$ cat config.mk
export PLATFORM = sky130hd
export DESIGN_NAME = serial_subtractor
export DESIGN_NICKNAME = d
export VERILOG_FILES = /design/src/rtl/calc_pkg.sv /design/src/rtl/full_subtractor.sv /design/src/rtl/serial_subtractor.sv
export SDC_FILE = /design/constraint.sdc
export NUM_CORES = 1
export LEC_CHECK = 0
export BUFFER_PORTS_ARGS = -buffer_cell sky130_fd_sc_hd__buf_2
export CORE_ASPECT_RATIO = 1.5
export CORE_UTILIZATION = 32
export CTS_CLUSTER_SIZE = 16
export DETAILED_ROUTE_END_ITERATION = 10
export PLACE_DENSITY_LB_ADDON = 0.08
export REMOVE_ABC_BUFFERS = 1
export SYNTH_ARGS = -nofsm -noshare
export SYNTH_HDL_FRONTEND = slang
export SYNTH_HIERARCHICAL = 1
export SYNTH_SLANG_ARGS = --single-unit
$ cat constraint.sdc
create_clock -name clk_i -period 1.8 [get_ports clk_i]
set_input_delay 0.36 -clock clk_i [delete_from_list [all_inputs] [get_ports clk_i]]
set_output_delay 0.36 -clock clk_i [all_outputs]
set_load 0.005 [all_outputs]
$ cat src/rtl/calc_pkg.sv
// rtl/calc_pkg.sv - shared calculator datapath types and constants
package calc_pkg;

  // Default operand width shared by the adder chain and the serial subtractor
  localparam int CALC_WIDTH = 8;

  // Serial subtractor sequencing states
  typedef enum logic {
    IDLE = 1'b0,
    RUN  = 1'b1
  } sub_state_t;

endpackage

$ cat src/rtl/full_subtractor.sv
// rtl/full_subtractor.sv - one-bit full subtractor (difference and borrow-out)
module full_subtractor (
  input  logic a_i,
  input  logic b_i,
  input  logic bin_i,
  output logic d_o,
  output logic bout_o
);

  // Borrow is generated when b exceeds a, or propagated when a and b are equal
  always_comb begin
    d_o    = a_i ^ b_i ^ bin_i;
    bout_o = (~a_i & b_i) | (~(a_i ^ b_i) & bin_i);
  end

endmodule

$ cat src/rtl/serial_subtractor.sv
// rtl/serial_subtractor.sv - bit-serial a-b, LSB first; optional SERIAL_SUB_OVERFLOW_EN adds overflow_o
module serial_subtractor
  import calc_pkg::*;
#(
  parameter int WIDTH = CALC_WIDTH
) (
  input  logic             clk_i,
  input  logic             rst_ni,
  input  logic             start_i,
  input  logic [WIDTH-1:0] a_i,
  input  logic [WIDTH-1:0] b_i,
  output logic             busy_o,
  output logic             done_o,
  output logic [WIDTH-1:0] diff_o,
  output logic             borrow_o
`ifdef SERIAL_SUB_OVERFLOW_EN
  ,
  output logic             overflow_o
`endif
);

  localparam int            CW   = (WIDTH > 1) ? $clog2(WIDTH) : 1;
  localparam logic [CW-1:0] LAST = CW'(WIDTH - 1);

  sub_state_t       state;
  logic [WIDTH-1:0] a_sh;
  logic [WIDTH-1:0] b_sh;
  // Only the low WIDTH-1 result bits need storage; the MSB comes straight
  // from the full subtractor on the final edge.
  logic [WIDTH-2:0] r_sh;
  logic [WIDTH-1:0] r_next;
  logic             borrow_q;
  logic [CW-1:0]    cnt;
  logic             fs_d;
  logic             fs_bout;

`ifdef SERIAL_SUB_OVERFLOW_EN
  logic             a_msb_q;
  logic             b_msb_q;
`endif

  full_subtractor u_fs (
    .a_i    (a_sh[0]),
    .b_i    (b_sh[0]),
    .bin_i  (borrow_q),
    .d_o    (fs_d),
    .bout_o (fs_bout)
  );

  assign r_next = {fs_d, r_sh};

  // Sequencer: accept in IDLE, shift one bit per clock in RUN, publish on the last bit
  always_ff @(posedge clk_i or negedge rst_ni) begin
    if (!rst_ni) begin
      state    <= IDLE;
      a_sh     <= '0;
      b_sh     <= '0;
      r_sh     <= '0;
      borrow_q <= 1'b0;
      cnt      <= '0;
      busy_o   <= 1'b0;
      done_o   <= 1'b0;
      diff_o   <= '0;
      borrow_o <= 1'b0;
`ifdef SERIAL_SUB_OVERFLOW_EN
      a_msb_q    <= 1'b0;
      b_msb_q    <= 1'b0;
      overflow_o <= 1'b0;
`endif
    end else begin
      done_o <= 1'b0;
      case (state)
        IDLE: begin
          if (start_i) begin
            a_sh     <= a_i;
            b_sh     <= b_i;
            r_sh     <= '0;
            borrow_q <= 1'b0;
            cnt      <= '0;
            busy_o   <= 1'b1;
            state    <= RUN;
`ifdef SERIAL_SUB_OVERFLOW_EN
            a_msb_q  <= a_i[WIDTH-1];
            b_msb_q  <= b_i[WIDTH-1];
`endif
          end
        end
        RUN: begin
          a_sh     <= {1'b0, a_sh[WIDTH-1:1]};
          b_sh     <= {1'b0, b_sh[WIDTH-1:1]};
          r_sh     <= r_next[WIDTH-1:1];
          borrow_q <= fs_bout;
          cnt      <= cnt + 1'b1;
          if (cnt == LAST) begin
            state    <= IDLE;
            busy_o   <= 1'b0;
            done_o   <= 1'b1;
            diff_o   <= r_next;
            borrow_o <= fs_bout;
`ifdef SERIAL_SUB_OVERFLOW_EN
            // Signed overflow: operand signs differ and the result sign left a's
            overflow_o <= (a_msb_q ^ b_msb_q) & (fs_d ^ a_msb_q);
`endif
          end
        end
        default: state <= IDLE;
      endcase
    end
  end

endmodule

# Yosys cells after proc, flatten, opt, wreduce, memory -nomap -nowiden
# Index checks and enable logic that the tools add are counted.
# word_totals
output_inout_bits,11
word_cells,42
inputBits,19
reg_bits,39
# op_classes
n_mux,18
eq_ne,3
reduce_logical,2
n_addsub,1
bitwise_logic,8
# ops
operator,count
case mux 8 bit (2 select lines),2
two-way mux 8 bit,2
case mux 7 bit (2 select lines),1
two-way mux 1 bit,7
two-way mux 7 bit,1
case mux 1 bit (2 select lines),3
case mux 3 bit (2 select lines),1
AND reduction 2 bit,2
adder 3 x 1 -> 3 bit (second input constant),1
equality test 3 bit (second input constant),1
two-way mux 3 bit,1
inverter 1 bit,3
bitwise AND 1 bit,2
!= test 2 x 1 -> 1 bit (second input constant),1
!= test 2 bit (second input constant),1
XOR 1 bit,2
bitwise OR 1 bit,1

# Depth between registers and ports, before layout
# logic_depth
word_depth,5
ltp_mapped,5
depth_no_buf,4

# Hierarchy
# Netlist, hierarchy kept.
# by_module_without_submodules
mod,seq_area_each_um2,cells_per_inst,instances,area_per_inst_um2
serial_subtractor,975.9,137,1,1667.8
full_subtractor,0.0,4,1,31.3

# Worst setup path after synthesis
# Ideal clock, no wire load.
# synth_timing
kind,register -> register
start,reg cnt[0]
end,reg borrow_o
t_required_ns,1.675
setup_ns,0.125
t_arrival_ns,1.256
n_path_buf,0
period_less_slack_ns,1.381
path_stages_with_launch,5
slack_ns,0.419
cell_sequence,dfrtp_1 -> ha_1 -> ha_1 -> nand2_4 -> mux2_2
# synth_via
elab_chain_len,2
# synth_lines
item,line,rtl
start: declaration,serial_subtractor.sv:33,logic [CW-1:0] cnt;
start signal: assignment,serial_subtractor.sv:93,cnt <= cnt + 1'b1;
equality test 3 bit,serial_subtractor.sv:94,if (cnt == LAST) begin
AND reduction 2 bit (no source line),-,
end signal: assignment,serial_subtractor.sv:99,borrow_o <= fs_bout;
end: declaration,serial_subtractor.sv:15,output logic borrow_o
# No other way between the ends.
# A chain may end at the register's enable or synchronous reset.

# Final worst setup path
# layout_timing
start,reg cnt[0]
end,reg diff_o[1]
# layout_via
elab_chain_len,2
# layout_lines
item,line,rtl
equality test 3 bit,serial_subtractor.sv:94,
AND reduction 2 bit (no source line),-,
end signal: assignment,serial_subtractor.sv:98,diff_o <= r_next;
end: declaration,serial_subtractor.sv:14,"output logic [WIDTH-1:0] diff_o,"
# No other way between the ends.

==> summary.md <==
| Metric | Value |
|---|---|
| Unrepaired setup endpoints after global routing | no |
| RD Place Congestion | 0.680 |
| Clock Latency Late Sink | 0.29 ns |
| Die Span X | 61.5 um |
| CTS root buf | clkbuf_8 |
| Setup-failing EPs final | 0 |
| Fin Hold WS | 0.0313 ns |
| Slowest stage delay, CP | 0.40 ns |
| Reg clk slew, reported paths | 0.08 ns |
| GRT Util Overall | 0.126 |
| Initial antenna violation count | 0 |
| Most common cell after layout, fill and taps aside | dfrtp_1 |
| Core Area | 5120 um^2 |
| Final net count | 197 |
| Cell row count | 32 |
| GRT Residual Overflow | 0 |
| Post-route minimum period | 1.48 ns |
| Fin cells | 243 |
| Cell Pwr Density | 1540 nW/um^2 |
| Post-synth ARST share | 1.00 |
| Post-CTS resize count | 0 |
| DP HPWL | 2130 um |
| Area contributors post-synth | dfrtp_1 (57%), mux2i_1 (10%), mux2_2 (6.0%) |
| Layout area overhead | 16.2% |
| CTS H-tree depth | 2 |
| Die ar. | 5610 um^2 |
| Slowest stage cell on the critical path | dfrtp_1 |
| Post-Syn Instances | 141 |
| Post-DP Area | 1890 um^2 |
| Predominant post-synthesis flop cell | dfrtp_1 |
| Routed WL | 2950 um |
| Max Fanout on Critical Path | 10 |
| CTS Buf Count | 5 |
| Placed Cells incl. Taps | 235 |
| Crit path kind | reg2reg |
| Vias | 1,112 |
| DR pass1 iterations | 4 |
| Cell Area, Synth | 1700 um^2 |
| Post-synth top area share | 0.574 |
| DRT iter0 DRCs | 8 |
| Layout Skew | 0.00599 ns |
| DR DRC count | 0 |
| Final hold vios | 0 |
| Critical path required time | 1.98 ns |
| ANT cells | 0 |
| Die Span Y | 91.2 um |
| Critical path buffers and inverters | 0 |
| Largest net degree at the start of global routing | 25 |
| WL per Instance | 12.1 um |
| Max clock buf depth | 2 |
| Cell type with the highest aggregate area in the netlist | dfrtp_1 |
| Sequential-to-total area share from yosys stat | 0.574 |
| Initial Util | 0.332 |
| Setup Buffers After CTS | 0 |
| Setup_tns | 0 ns |
| Min-Delay Path Class | in2async |
| Register bit total from synthesis | 39 |
| CP Capture Type | register |
| Maximum vdd ir drop | 0.487 mV |
| Yosys cell types | 19 |
| Via density | 4.58 |
| CTS sink cnt | 39 |
| Antenna viol nets, final | 0 |
| Design area | 1970 um^2 |
| Port Buf Inserts | 29 |
| Setup crit start kind | register |
| Yosys warnings | 6 |
| Worst EP arrival | 1.65 ns |
| Ratio of cells with drive above 1 in the final layout | 0.303 |
| CP Cell Sequence | ha_1 -> ha_1 -> nand2_4 -> mux2_2 |
| CTS tree | yes |
| Max-cap violation count | 0 |
| Ports | 30 |
| Max Freq | 0.677 GHz |
| Cell family with most CP delay | adder cells |
| Fillcell total | 568 |
| Period utilization | 0.821 |
| Vias in the first global route | 1,164 |
| Worst slew margin | 0.636 |
| P_leak | 0.995 nW |
| Tightest Pin Transition | 0.546 ns |
| Commonest non-fill, non-tap cells in the layout | dfrtp_1 (39), buf_2 (29), nand2_1 (20) |
| Status | complete, no violations |
| Avg Synthesized Cell Area | 12.1 um^2 |
| Crit path top cell by count | ha_1 |
| Max-slew violations | 0 |
| EDFF count, synth | 0 |
| First-pass GRT wire length | 5190 um |
| Post-cts hold buffer count | 0 |
## logic make-up (layout without fill, tap and decap cells)
| family | Yosys count | count (layout) | share of synthesized area |
|---|---|---|---|
| compound gates | 26 | 26 | 0.0861 |
| fa+ha+maj | 4 | 4 | 0.0339 |
| buf+inv | 14 | 48 | 0.0604 |
| flops | 39 | 39 | 0.574 |
| mux | 26 | 26 | 0.160 |
| simple gates | 32 | 32 | 0.0854 |
## power breakdown
group	leakage, nW	switching (W)	internal, W	total [W]
combinational	0.449	0.000498	0.000529	0.00103
clock	0.0477	0.000304	0.000265	0.000569
sequential	0.499	0.000210	0.00124	0.00145
## through the flow
step | setup slack, ns | util | power, W
2_1_floorplan | 0.140 | - | 0.00211
3_3_place_gp | 0.372 | 0.369 | 0.00248
3_5_place_dp | 0.336 | 0.369 | 0.00253
4_1_cts | 0.311 | 0.385 | 0.00312
5_1_grt | 0.260 | 0.385 | 0.00333
6_report | 0.322 | 0.385 | 0.00304
## layout make-up
class,count,area (um^2),area share
clock buffers,5,68.8,0.0349
clock inverters,3,15.0,0.00760
inverters,5,18.8,0.00951
multi-input cells,88,621,0.314
flip-flops and latches,39,976,0.494
well taps,68,85.1,0.0431
repair buffers,35,190,0.0963
## Yosys cell counts (3+ instances only)
cell	instances
nand2_1	20
mux2_2	9
a22o_1	4
o21ai_0	9
inv_1	5
o21ai_1	11
buf_4	4
nor2_1	4
ha_1	3
buf_6	3
nand2b_1	7
mux2i_1	17
dfrtp_1	39
## path summary, 6_finish.rpt
kind,start,to,slack (ns),cells after the start
setup / recovery,cnt[0],diff_o[1],0.32,4
hold / removal,rst_ni,diff_o[2],0.03,1
setup reg to reg,cnt[0],diff_o[1],0.32,4
hold reg to reg,b_sh[3],b_sh[2],0.48,2
max in group asynchronous,rst_ni,b_sh[0],1.24,2
min in group clk_i,a_i[7],a_sh[7],0.31,3
## routing by layer
layer / vias to the layer above / track usage / share of wire / wire length [um]
met4: 0 / 0.0778 / 0.026 / 76
met1: 542 / 0.155 / 0.45 / 1330
li1: 538 / - / - / -
met2: 25 / 0.194 / 0.50 / 1470
met5: - / 0 / 0 / 0
met3: 7 / 0.0256 / 0.027 / 80
## sequential cells by signal (all words and copies together), names as in the netlist
| name | flops |
|---|---|
| done_o | 1 |
| busy_o | 1 |
| cnt | 3 |
| diff_o | 8 |
| r_sh | 7 |
| borrow_o | 1 |
| b_sh | 8 |
| state | 1 |
| borrow_q | 1 |
| a_sh | 8 |
(Power assumes the default switching activity.)
